`src/rtl/acc_sequencer.sv`:
```
// acc_sequencer: multi-cycle fetch/decode/execute/memory/writeback control for the accumulator datapath.
// Every output except ir_load is a flop loaded from the decode of the next state and the next latched control.
module acc_sequencer #(
    parameter int unsigned MEM_TIMEOUT = 16
) (
    input  logic       clk,
    input  logic       rst_n,
    input  logic       start,
    input  logic [5:0] op,
    input  logic [2:0] acc_ctl,
    input  logic       eq_flag,
    output logic       imem_req,
    input  logic       imem_ack,
    output logic       dmem_req,
    output logic       dmem_we,
    input  logic       dmem_ack,
    output logic       ir_load,
    output logic       acc_we,
    output logic       reg_we,
    output logic       flag_we,
    output logic       pc_inc,
    output logic       pc_load,
    output logic       flag,
    output logic       busy,
    output logic       halted,
    output logic       err,
    output logic [7:0] instret
);

    typedef enum logic [2:0] {
        ST_IDLE   = 3'd0,
        ST_FETCH  = 3'd1,
        ST_DECODE = 3'd2,
        ST_EXEC   = 3'd3,
        ST_MEM    = 3'd4,
        ST_WB     = 3'd5,
        ST_HALT   = 3'd6,
        ST_ERR    = 3'd7
    } state_t;

    localparam logic [2:0] CTL_NONE  = 3'b000;
    localparam logic [2:0] CTL_ACC   = 3'b001;
    localparam logic [2:0] CTL_UNARY = 3'b010;
    localparam logic [2:0] CTL_EQ    = 3'b011;
    localparam logic [2:0] CTL_JMP   = 3'b100;
    localparam logic [2:0] CTL_STORE = 3'b101;
    localparam logic [2:0] CTL_LOAD  = 3'b110;
    localparam logic [2:0] CTL_LWRI  = 3'b111;
    localparam logic [5:0] OP_HALT   = 6'b000111;
    localparam logic [7:0] WAIT_LAST = 8'(MEM_TIMEOUT - 32'd1);

    state_t     state_q, state_d;
    logic [2:0] ctl_q, ctl_d;
    logic       flag_q, flag_d;
    logic [7:0] instret_q, instret_d;
    logic [7:0] wait_q, wait_d;

    logic imem_req_q, imem_req_d;
    logic dmem_req_q, dmem_req_d;
    logic dmem_we_q, dmem_we_d;
    logic acc_we_q, acc_we_d;
    logic reg_we_q, reg_we_d;
    logic flag_we_q, flag_we_d;
    logic pc_inc_q, pc_inc_d;
    logic pc_load_q, pc_load_d;
    logic busy_q, busy_d;
    logic halted_q, halted_d;
    logic err_q, err_d;

    // Next-state, control latch, flag, retire counter and memory wait counter
    always_comb begin
        state_d   = state_q;
        ctl_d     = ctl_q;
        flag_d    = flag_q;
        instret_d = instret_q;
        wait_d    = wait_q;
        case (state_q)
            ST_IDLE: begin
                if (start) begin
                    state_d = ST_FETCH;
                    wait_d  = 8'd0;
                end else begin
                    state_d = ST_IDLE;
                end
            end
            ST_FETCH: begin
                // an ack arriving on the last allowed wait cycle still wins
                if (imem_ack) begin
                    state_d = ST_DECODE;
                end else if (wait_q == WAIT_LAST) begin
                    state_d = ST_ERR;
                end else begin
                    wait_d = wait_q + 8'd1;
                end
            end
            ST_DECODE: begin
                ctl_d = acc_ctl;
                if (acc_ctl == CTL_NONE) begin
                    state_d = (op == OP_HALT) ? ST_HALT : ST_ERR;
                end else begin
                    state_d = ST_EXEC;
                end
            end
            ST_EXEC: begin
                if (ctl_q == CTL_EQ) begin
                    flag_d = eq_flag;
                end else begin
                    flag_d = flag_q;
                end
                if ((ctl_q == CTL_STORE) || (ctl_q == CTL_LOAD)) begin
                    state_d = ST_MEM;
                    wait_d  = 8'd0;
                end else begin
                    state_d = ST_WB;
                end
            end
            ST_MEM: begin
                if (dmem_ack) begin
                    state_d = ST_WB;
                end else if (wait_q == WAIT_LAST) begin
                    state_d = ST_ERR;
                end else begin
                    wait_d = wait_q + 8'd1;
                end
            end
            ST_WB: begin
                instret_d = instret_q + 8'd1;
                state_d   = ST_FETCH;
                wait_d    = 8'd0;
            end
            ST_HALT: state_d = ST_HALT;
            ST_ERR:  state_d = ST_ERR;
            default: state_d = ST_ERR;
        endcase
    end

    // Output decode from the upcoming state so the flops present Moore values without a cycle of lag
    always_comb begin
        imem_req_d = (state_d == ST_FETCH);
        dmem_req_d = (state_d == ST_MEM);
        dmem_we_d  = (state_d == ST_MEM) && (ctl_d == CTL_STORE);
        flag_we_d  = (state_d == ST_EXEC) && (ctl_d == CTL_EQ);
        busy_d     = (state_d != ST_IDLE) && (state_d != ST_HALT) && (state_d != ST_ERR);
        halted_d   = (state_d == ST_HALT);
        err_d      = (state_d == ST_ERR);
        if (state_d == ST_WB) begin
            acc_we_d  = (ctl_d == CTL_ACC) || (ctl_d == CTL_UNARY) || (ctl_d == CTL_LOAD);
            reg_we_d  = (ctl_d == CTL_LWRI);
            pc_load_d = (ctl_d == CTL_JMP) && flag_d;
            pc_inc_d  = !((ctl_d == CTL_JMP) && flag_d);
        end else begin
            acc_we_d  = 1'b0;
            reg_we_d  = 1'b0;
            pc_load_d = 1'b0;
            pc_inc_d  = 1'b0;
        end
    end

    // State, datapath-control and output registers
    always_ff @(posedge clk or negedge rst_n) begin
        if (!rst_n) begin
            state_q    <= ST_IDLE;
            ctl_q      <= 3'b000;
            flag_q     <= 1'b0;
            instret_q  <= 8'd0;
            wait_q     <= 8'd0;
            imem_req_q <= 1'b0;
            dmem_req_q <= 1'b0;
            dmem_we_q  <= 1'b0;
            acc_we_q   <= 1'b0;
            reg_we_q   <= 1'b0;
            flag_we_q  <= 1'b0;
            pc_inc_q   <= 1'b0;
            pc_load_q  <= 1'b0;
            busy_q     <= 1'b0;
            halted_q   <= 1'b0;
            err_q      <= 1'b0;
        end else begin
            state_q    <= state_d;
            ctl_q      <= ctl_d;
            flag_q     <= flag_d;
            instret_q  <= instret_d;
            wait_q     <= wait_d;
            imem_req_q <= imem_req_d;
            dmem_req_q <= dmem_req_d;
            dmem_we_q  <= dmem_we_d;
            acc_we_q   <= acc_we_d;
            reg_we_q   <= reg_we_d;
            flag_we_q  <= flag_we_d;
            pc_inc_q   <= pc_inc_d;
            pc_load_q  <= pc_load_d;
            busy_q     <= busy_d;
            halted_q   <= halted_d;
            err_q      <= err_d;
        end
    end

    // The IR must capture the bus in the very cycle the instruction is valid
    assign ir_load  = (state_q == ST_FETCH) && imem_ack;
    assign imem_req = imem_req_q;
    assign dmem_req = dmem_req_q;
    assign dmem_we  = dmem_we_q;
    assign acc_we   = acc_we_q;
    assign reg_we   = reg_we_q;
    assign flag_we  = flag_we_q;
    assign pc_inc   = pc_inc_q;
    assign pc_load  = pc_load_q;
    assign flag     = flag_q;
    assign busy     = busy_q;
    assign halted   = halted_q;
    assign err      = err_q;
    assign instret  = instret_q;

endmodule

```
`config.mk`:
```
export PLATFORM = sky130hd
export DESIGN_NAME = acc_sequencer
export DESIGN_NICKNAME = d
export VERILOG_FILES = /design/src/rtl/acc_sequencer.sv
export SDC_FILE = /design/constraint.sdc
export NUM_CORES = 1
export LEC_CHECK = 0
export ABC_AREA = 1
export BUFFER_PORTS_ARGS = -buffer_cell sky130_fd_sc_hd__clkbuf_2
export CAP_MARGIN = 20
export CORE_MARGIN = 8
export CORE_UTILIZATION = 40
export DETAILED_ROUTE_END_ITERATION = 7
export HOLD_SLACK_MARGIN = 0.05
export PLACE_DENSITY = 0.73
export SYNTH_ARGS = -nofsm -noshare
export SYNTH_HDL_FRONTEND = slang
export SYNTH_SLANG_ARGS = --single-unit
```
`constraint.sdc`:
```
create_clock -name clk -period 4.2 [get_ports clk]
set_clock_uncertainty 0.1 [all_clocks]
set_input_delay 0.21 -clock clk [delete_from_list [all_inputs] [get_ports clk]]
set_output_delay 0.21 -clock clk [all_outputs]
set_load 0.005 [all_outputs]
```
Yosys cells after proc, flatten, opt, wreduce, memory -nomap -nowiden
Index checks and enable logic that the tools add are counted.

cells by class
  add/subtract/negate cells = 2
  multipliers = 0
  divide/modulo/power cells = 0
  $lt $le $gt $ge = 0
  equality and inequality tests = 31
  shift operators = 0
  mux-type cells = 21
  bitwise operators = 0
  reduce and logical (&&, ||, !) cells = 15

operators by type and width
  operator                                              number
  equality test 3 bit (second input constant)           14
  2-to-1 mux 8 bit                                      5
  one-hot mux 8 bit (5 select lines)                    1
  one-hot mux 3 bit (8 select lines)                    1
  equality test 3 x 2 -> 1 bit (second input constant)  6
  adder 8 x 1 -> 8 bit (second input constant)          2
  2-to-1 mux 3 bit                                      5
  equality test 3 x 1 -> 1 bit (second input constant)  3
  2-to-1 mux 1 bit                                      9
  equality test 8 x 4 -> 1 bit (second input constant)  1
  inequality test 2 bit (second input constant)         4
  equality test 6 x 3 -> 1 bit (second input constant)  1
  logical AND 1 bit                                     6
  zero test 3 bit                                       2
  inequality test 3 bit (second input constant)         2
  AND reduction 5 bit                                   1
  nonzero test 5 bit                                    1
  logical OR 1 bit                                      3
  nonzero test 3 bit                                    1
  zero test 1 bit                                       1

word-level totals
  bits in registers = 34
  bits in latches = 0
  memory bits (writable) = 0
  ROM bits = 0
  input port bits = 15
  output and inout bits = 21
  word-level logic and storage cells = 85
  memories kept = 0

Longest topological paths before layout
Gate-level depths: netlist of the first run.

  depth in word-level cells = 7
  gate-level depth with buffers = 11
  depth with buffers taken out = 11

Least setup slack after synthesis of the first run
Ideal clock, no wire load.

  path type = register to register
  start = register wait_q[0]
  end = register wait_q[4]
  arrival time = 1,425 ps
  setup slack = 2,549 ps
  cell stages (with the launch flop) = 8
  cell sequence = dfrtp_1 ha_1 nand3_1 or2_0 or2_1 nand2_2 buf_6 o21ai_0

on the way
  word-level cells in the longest chain between the ends = 4
  elaborated cells between the ends (all ways) = 6
  classes of those cells = add/sub: 1; eq/ne: 1; mux: 4

RTL lines
  what                                                                         line     text
  start, declared                                                              56       logic [7:0] wait_q, wait_d;
  start signal, assigned                                                       183      wait_q <= wait_d;
  adder 8 x 1 -> 8 bit / equality test 8 x 4 -> 1 bit (equally long branches)  --
  2-to-1 mux 8 bit (*)                                                         90, 120
  2-to-1 mux 8 bit, on equally long branches                                   118, 88
  one-hot mux 8 bit (5 select lines) (*)                                       77       case (state_q)

Every way passes the cells marked *; elsewhere a longest branch is shown, timed or not. The select of a mux whose other input is x is not followed.
A chain may end at the register's enable or synchronous reset.

Worst setup path after layout of the first run
  start = register wait_q[0]
  end = register wait_q[3]

Same word-level chain as after synthesis.

==> metrics.cfg, run 1 <==
[sta]
max_freq_mhz=529.1
hold_viol=0
slew_headroom=0.4568
min_period_ps=1890
worst_pin_slew_ps=814.8
rsz0062_at_grt=no
finalSetupViolations=0
finalSetupTns_ps=0
slew_violations=0
setup_ws_ps=2310
finalCritPeriodShare=0.4500

[route]
wl_mm=3.292
detail-route-antenna-nets=0
num_vias=1409
wl_per_cell_um=10.94
via_per_inst=4.681
drt-initial-drc-count=44
dr.pass1.iters=4
drcViolationCount=0

[power_and_ir_drop]
power.density_nw_per_um2=677.1
power.switching_w=0.0005499
combPwrFrac=0.388
finalPower_w=0.001384
power_frac_clock=0.259
ir_drop_mv=0.2388
intPower_w=0.0008344
seqPwrFrac=0.354
power_leakage_nw=1.105
swShare=0.3973

[cts]
clkTransAtPathRegs_ps=70
cts_sinks=34
post_cts.repair.setup_buffers=0
cts_buffers=5
clock_path_buffers=2
hold_buffers=1
cts_resized=0
clock_latency_ps=290
clockRootBuffer=clkbuf_8
htreeDepth=2
tritoncts=built

[floorplan]
die_area_sq_um=6500
start_util=0.4176
core_sq_um=4000
rows=23
design.portCount=36
die_x_um=80.62
die_h_um=80.62

[finish]
n_antenna_cell=0
finish.utilization=0.5111
nets=267
drive_gt1_frac=0.2072
area_delta_synth_final_pct=22.40

[synthesis]
synth_area_sq_um=1670
synthMuxAreaShare=0.005993
yosysSeqAreaShare=0.5094
synth_compound_area_frac=0.04120
synth_top_family_by_area=simple AND/OR/NAND/NOR gates
synth-simple-area-share=0.2989
synth_fa_ha_area_frac=0.01498
synth-warning-count=0
synth_nets=225
synthXorXnorAreaFrac=0.05768
ys_seq_elements=34
synthCells=208
synth.avg_cell_area_sq_um=8.031
yosysUniqueCellTypes=25

[worst_setup_path]
reg2reg_depth=8
worstSetupStartpointType=flip-flop
r2r_start=wait_q[0]
path_class=flip-flop to flip-flop
rrSetupSlack_ps=2310
slowest_delay_ps=400
rr_endpoint=wait_q[3]
required_ps=4280
worstPathArrival_ps=1970
end_kind=flip-flop
critical_path.cell_chain=ha_1, nand3_1, or2_0, or2_1, nand2_2, inv_1, nand2_1, nand2_1
cp_common_cell=nand2_1
slowest_stage=dfrtp_1
cp_max_fo=13

[placed_design]
hpwl_mm=2.586
pre_cts_ws_ps=2323
portBuffers=35
gp_congestion=0.8089

[min_path]
whs_endpoint=flag
holdCritStartpoint=eq_flag
hold_class=primary input to flip-flop
holdPathStages=3

[grt]
grt_pass1_vias=1350
grt_pass1_wl_mm=5.658
grt_max_degree=35
gr-total-overflow=0
gr-usage-all-layers=0.1103
antenna_found_initial=0

[run]
drv_cap=0

[status]
status=completed

==> kinds of logic (layout without fill, tap and decap cells) <==
| group | count (synthesis) | in the layout |
|---|---|---|
| DFF | 34 | 34 |
| buffers and inverters | 30 | 73 |
| and+or+nand+nor | 117 | 117 |
| adders and majority gates | 2 | 2 |
| muxes | 1 | 1 |
| xor gates and xnor gates | 11 | 11 |
| AOI/OAI and AO/OA | 13 | 13 |
==> flip-flops by register name (all words and copies together) (netlist names), 3 cells and up <==
register and flops:
instret 8, wait_q 8, ctl_q 3, state_q 3
==> Yosys cell counts, drive strengths merged <==
cell,number,area [sq um]
a21oi,2,10.01
o21ai,11,58.81
xnor2,5,43.79
nand3,15,75.07
nor3,8,40.04
or2,3,18.78
nor4,1,6.260
mux2i,1,10.01
buf,1,11.26
inv,29,108.9
ha,2,25.02
nor2,28,107.6
nand2,60,237.7
xor2,6,52.55
nand4,1,6.260
dfrtp,34,850.8
nand3b,1,7.510
==> metrics by stage <==
step           hold slack, ps  instance area [sq um]  std cells
2_1_floorplan          -185.6                   1670        208
3_3_place_gp            239.8                   1897        292
3_5_place_dp            242.7                   1897        292
4_1_cts                 81.44                   2044        301
5_1_grt                 135.1                   2044        301
6_report                86.30                   2044        301
==> worst max-delay path: cells and delay by family (launching register included) <==
family                     cells  cell delay [ps]
and+or+nand+nor                6              950
DFF                            1              400
adders and majority gates      1              200
buffers and inverters          1              120
==> worst max path at each step <==
stage / start / end / slack (ps)
3_3_place_gp: wait_q[0] / wait_q[3] / 2380
2_1_floorplan: wait_q[0] / wait_q[4] / 2550
6_report: wait_q[0] / wait_q[3] / 2310
4_1_cts: wait_q[0] / wait_q[3] / 2310
3_5_place_dp: wait_q[0] / wait_q[5] / 2320
5_1_grt: wait_q[0] / wait_q[5] / 2180
==> power by group through the flow <==
stage               registers (W)  clock network (W)  logic [W]
detailed placement       0.000495                  0   0.000542
global placement         0.000492                  0   0.000529
finish                   0.000489           0.000358   0.000537
floorplan                0.000488                  0   0.000401
global route             0.000503           0.000385   0.000623
CTS                      0.000490           0.000370   0.000547
==> placed cells by master (no fill, tap or decap) <==
cell,instances
bufinv_16,2
mux2i_1,1
or2_1,1
xor2_1,6
nor3_1,8
nor2_2,1
or2_2,1
nand2_1,57
dfrtp_1,34
nor4_1,1
xnor2_1,5
nand3_1,15
nor2_1,27
clkbuf_8,5
o21ai_1,6
o21ai_0,4
nand2_4,1
a21oi_1,2
dlygate4sd3_1,1
clkinv_4,1
clkbuf_2,35
inv_1,26
inv_2,3
or2_0,1
nand3b_1,1
o21ai_2,1
ha_1,2
nand4_1,1
nand2_2,2
==> layer usage <==
layer / vias to the layer above / track usage / routed length (um)
met5: - / 0 / 0
met4: 0 / 0.05818 / 53
met3: 5 / 0.03237 / 223
met2: 24 / 0.1925 / 1642
met1: 646 / 0.1165 / 1373
li1: 734 / - / -
==> final cells by class <==
cell class / instances / area [sq um]
Tap cell: 50 / 62.56
Clock inverter: 3 / 68.82
Fill cell: 377 / 1956
Timing Repair Buffer: 36 / 185.2
Clock buffer: 5 / 68.82
Multi-Input combinational cell: 144 / 699.4
Inverter: 29 / 108.9
Sequential cell: 34 / 850.8
(Power assumes the default switching activity.)
==> run 2, diff against run 1 <==
--- a/config.mk
+++ b/config.mk
@@ -12,7 +12,7 @@
 export CORE_UTILIZATION = 40
 export DETAILED_ROUTE_END_ITERATION = 7
 export HOLD_SLACK_MARGIN = 0.05
-export PLACE_DENSITY = 0.73
+export PLACE_DENSITY = 0.75
 export SYNTH_ARGS = -nofsm -noshare
 export SYNTH_HDL_FRONTEND = slang
 export SYNTH_SLANG_ARGS = --single-unit
==> constraint.sdc (replaced) <==
create_clock -name clk -period 1.6 [get_ports clk]
set_clock_uncertainty 0.1 [all_clocks]
set_input_delay 0.08 -clock clk [delete_from_list [all_inputs] [get_ports clk]]
set_output_delay 0.08 -clock clk [all_outputs]
set_load 0.005 [all_outputs]
==> metrics.cfg, run 2 (synthesis gave the netlist of run 1 again) <==
[floorplan]
start_util=0.4176  ; unchanged
core_sq_um=4000  ; unchanged
rows=23  ; unchanged
design.portCount=36  ; unchanged
die_area_sq_um=6500  ; unchanged
die_x_um=80.62  ; unchanged
die_h_um=80.62  ; unchanged

[finish]
n_antenna_cell=0  ; unchanged
layout_common_cells=nand2_1 (40), buf_4 (37), clkbuf_2 (35), dfrtp_1 (32), inv_1 (21)  ; was nand2_1 (57), clkbuf_2 (35), dfrtp_1 (34), nor2_1 (27), inv_1 (26)
area_delta_synth_final_pct=56.85  ; was 22.40%
layout_commonest_cell=nand2_1  ; unchanged
fill_cells=315  ; was 377
drive_gt1_frac=0.4899  ; was 0.2072
nets=315  ; was 267
multiInputGateArea_sq_um=942.2  ; was 699.4 sq um
regArea_sq_um=853.3  ; was 850.8 sq um

[min_path]
whs_endpoint=pc_load  ; was flag
holdCritStartpoint=acc_ctl[1]  ; was eq_flag
hold_class=primary input to flip-flop  ; unchanged
holdPathStages=4  ; was 3

[grt]
antenna_found_initial=0  ; unchanged
gr-total-overflow=0  ; unchanged
grt_max_degree=35  ; unchanged
grt_pass1_wl_mm=7.389  ; was 5.658 mm
grt_pass1_vias=1708  ; was 1350
gr-usage-all-layers=0.1453  ; was 0.1103

[sta]
min_period_ps=1686  ; was 1890 ps
rsz0062_at_grt=yes  ; was no
setup_ws_ps=-85.76  ; was 2310 ps
hold_viol=0  ; unchanged
finalCritPeriodShare=1.054  ; was 0.4500
worst_pin_slew_ps=448.7  ; was 814.8 ps
slew_headroom=0.7009  ; was 0.4568
max_freq_mhz=593.2  ; was 529.1 MHz
slew_violations=0  ; unchanged
finalSetupViolations=18  ; was 0
hold_ws_ps=49.36  ; was 86.30 ps

[cts]
clock_latency_ps=290  ; about the same
clock_path_buffers=2  ; unchanged
cts_sinks=34  ; unchanged
clockRootBuffer=clkbuf_8  ; unchanged
clkTransAtPathRegs_ps=80  ; was 70 ps
tritoncts=built  ; unchanged
cts_buffers=5  ; unchanged
htreeDepth=2  ; unchanged

[route]
wl_mm=4.925  ; was 3.292 mm
wl_per_cell_um=14.15  ; was 10.94 um
dr.pass1.iters=4  ; unchanged
drt-initial-drc-count=72  ; was 44
via_per_inst=4.836  ; was 4.681
num_vias=1683  ; was 1409
drcViolationCount=0  ; unchanged
detail-route-antenna-nets=0  ; unchanged

[power_and_ir_drop]
combPwrFrac=0.598  ; was 0.388
intPower_w=0.002711  ; was 0.0008344 W
power_leakage_nw=1.368  ; was 1.105 nW
seqPwrFrac=0.275  ; was 0.354
ir_drop_mv=0.8833  ; was 0.2388 mV
power_frac_clock=0.126  ; was 0.259
power.switching_w=0.002131  ; was 0.0005499 W
swShare=0.4401  ; was 0.3973
power.density_nw_per_um2=1848  ; was 677.1 nW/um^2

[placed_design]
hpwl_mm=2.983  ; was 2.586 mm
portBuffers=35  ; unchanged
gp_congestion=0.8442  ; was 0.8089
pre_cts_ws_ps=-149.4  ; was 2323 ps

[worst_setup_path]
path_class=flip-flop to flip-flop  ; unchanged
reg2reg_depth=6  ; was 8
end_kind=flip-flop  ; unchanged
required_ps=1710  ; was 4280 ps
rrSetupSlack_ps=-90  ; was 2310 ps
worstPathArrival_ps=1800  ; was 1970 ps
cp_max_fo=7  ; was 13
rr_endpoint=halted  ; was wait_q[3]
r2r_start=wait_q[0]  ; unchanged
worstSetupStartpointType=flip-flop  ; unchanged

[status]
status=complete, but fails checks  ; was completed
failed_checks=negative setup slack

[run]
drv_cap=0  ; unchanged

## run 2: worst max-delay path by stage
stage | startpoint | end
6_report | wait_q[0] | halted
5_1_grt | wait_q[0] | halted
4_1_cts | wait_q[0] | wait_q[2]
3_5_place_dp | state_q[0] | pc_load
3_3_place_gp | wait_q[0] | wait_q[5]
2_1_floorplan | wait_q[1] | wait_q[2]
## run 2: critical path: stages, from the launching register on
cell and delay [ps]:
dfrtp_1 360, ha_2 190, nand3_2 80, or2_4 280, o21ai_2 340, nand2_1 120
nor2_2 150
## run 2: power groups by stage
stage | clock [W] | sequential (W) | combinational, W
after floorplan | 0 | 0.00128 | 0.00105
after global placement | 0 | 0.00129 | 0.00183
after detailed placement | 0 | 0.00129 | 0.00187
after CTS | 0.000613 | 0.00129 | 0.00224
after global routing | 0.000662 | 0.00136 | 0.00314
final | 0.000612 | 0.00133 | 0.00290
## run 2: final cells by class
type | instances | share of cell area
Clock buffer | 5 | 0.02627
Clock inverter | 2 | 0.003820
Inverter | 29 | 0.04250
Multi-Input combinational cell | 145 | 0.3596
Sequential cell | 34 | 0.3257
Tap cell | 50 | 0.02388
Timing Repair Buffer | 83 | 0.2182
## run 2: stage by stage
step                area (sq um)  TNS [ps]  utilization  power (W)  std cells
detailed placement          2145     -1545       0.5361   0.003169        324
CTS                         2381    -211.1       0.5952   0.004144        343
global route                2620     -2025       0.6550   0.005159        348
floorplan                   1678         0            -   0.002336        208
global placement            2145    -848.6       0.5361   0.003112        324
finish                      2620    -671.2       0.6550   0.004842        348
## run 2: what timing repair did
item,CTS,global route
resized for setup,21,55
cloned,1,0
hold buffers,4,0
pin swaps,5,12
setup buffers,7,5
setup endpoints to repair,22,24
hold endpoints to repair,38,0
## run 2: per-layer routing
| metal | GRT usage | share of wire | up-vias |
|---|---|---|---|
| met4 | 0.04545 | 0.026 | 0 |
| met1 | 0.1492 | 0.37 | 803 |
| met5 | 0 | 0 | - |
| met3 | 0.05357 | 0.055 | 15 |
| li1 | - | - | 825 |
| met2 | 0.2646 | 0.55 | 40 |
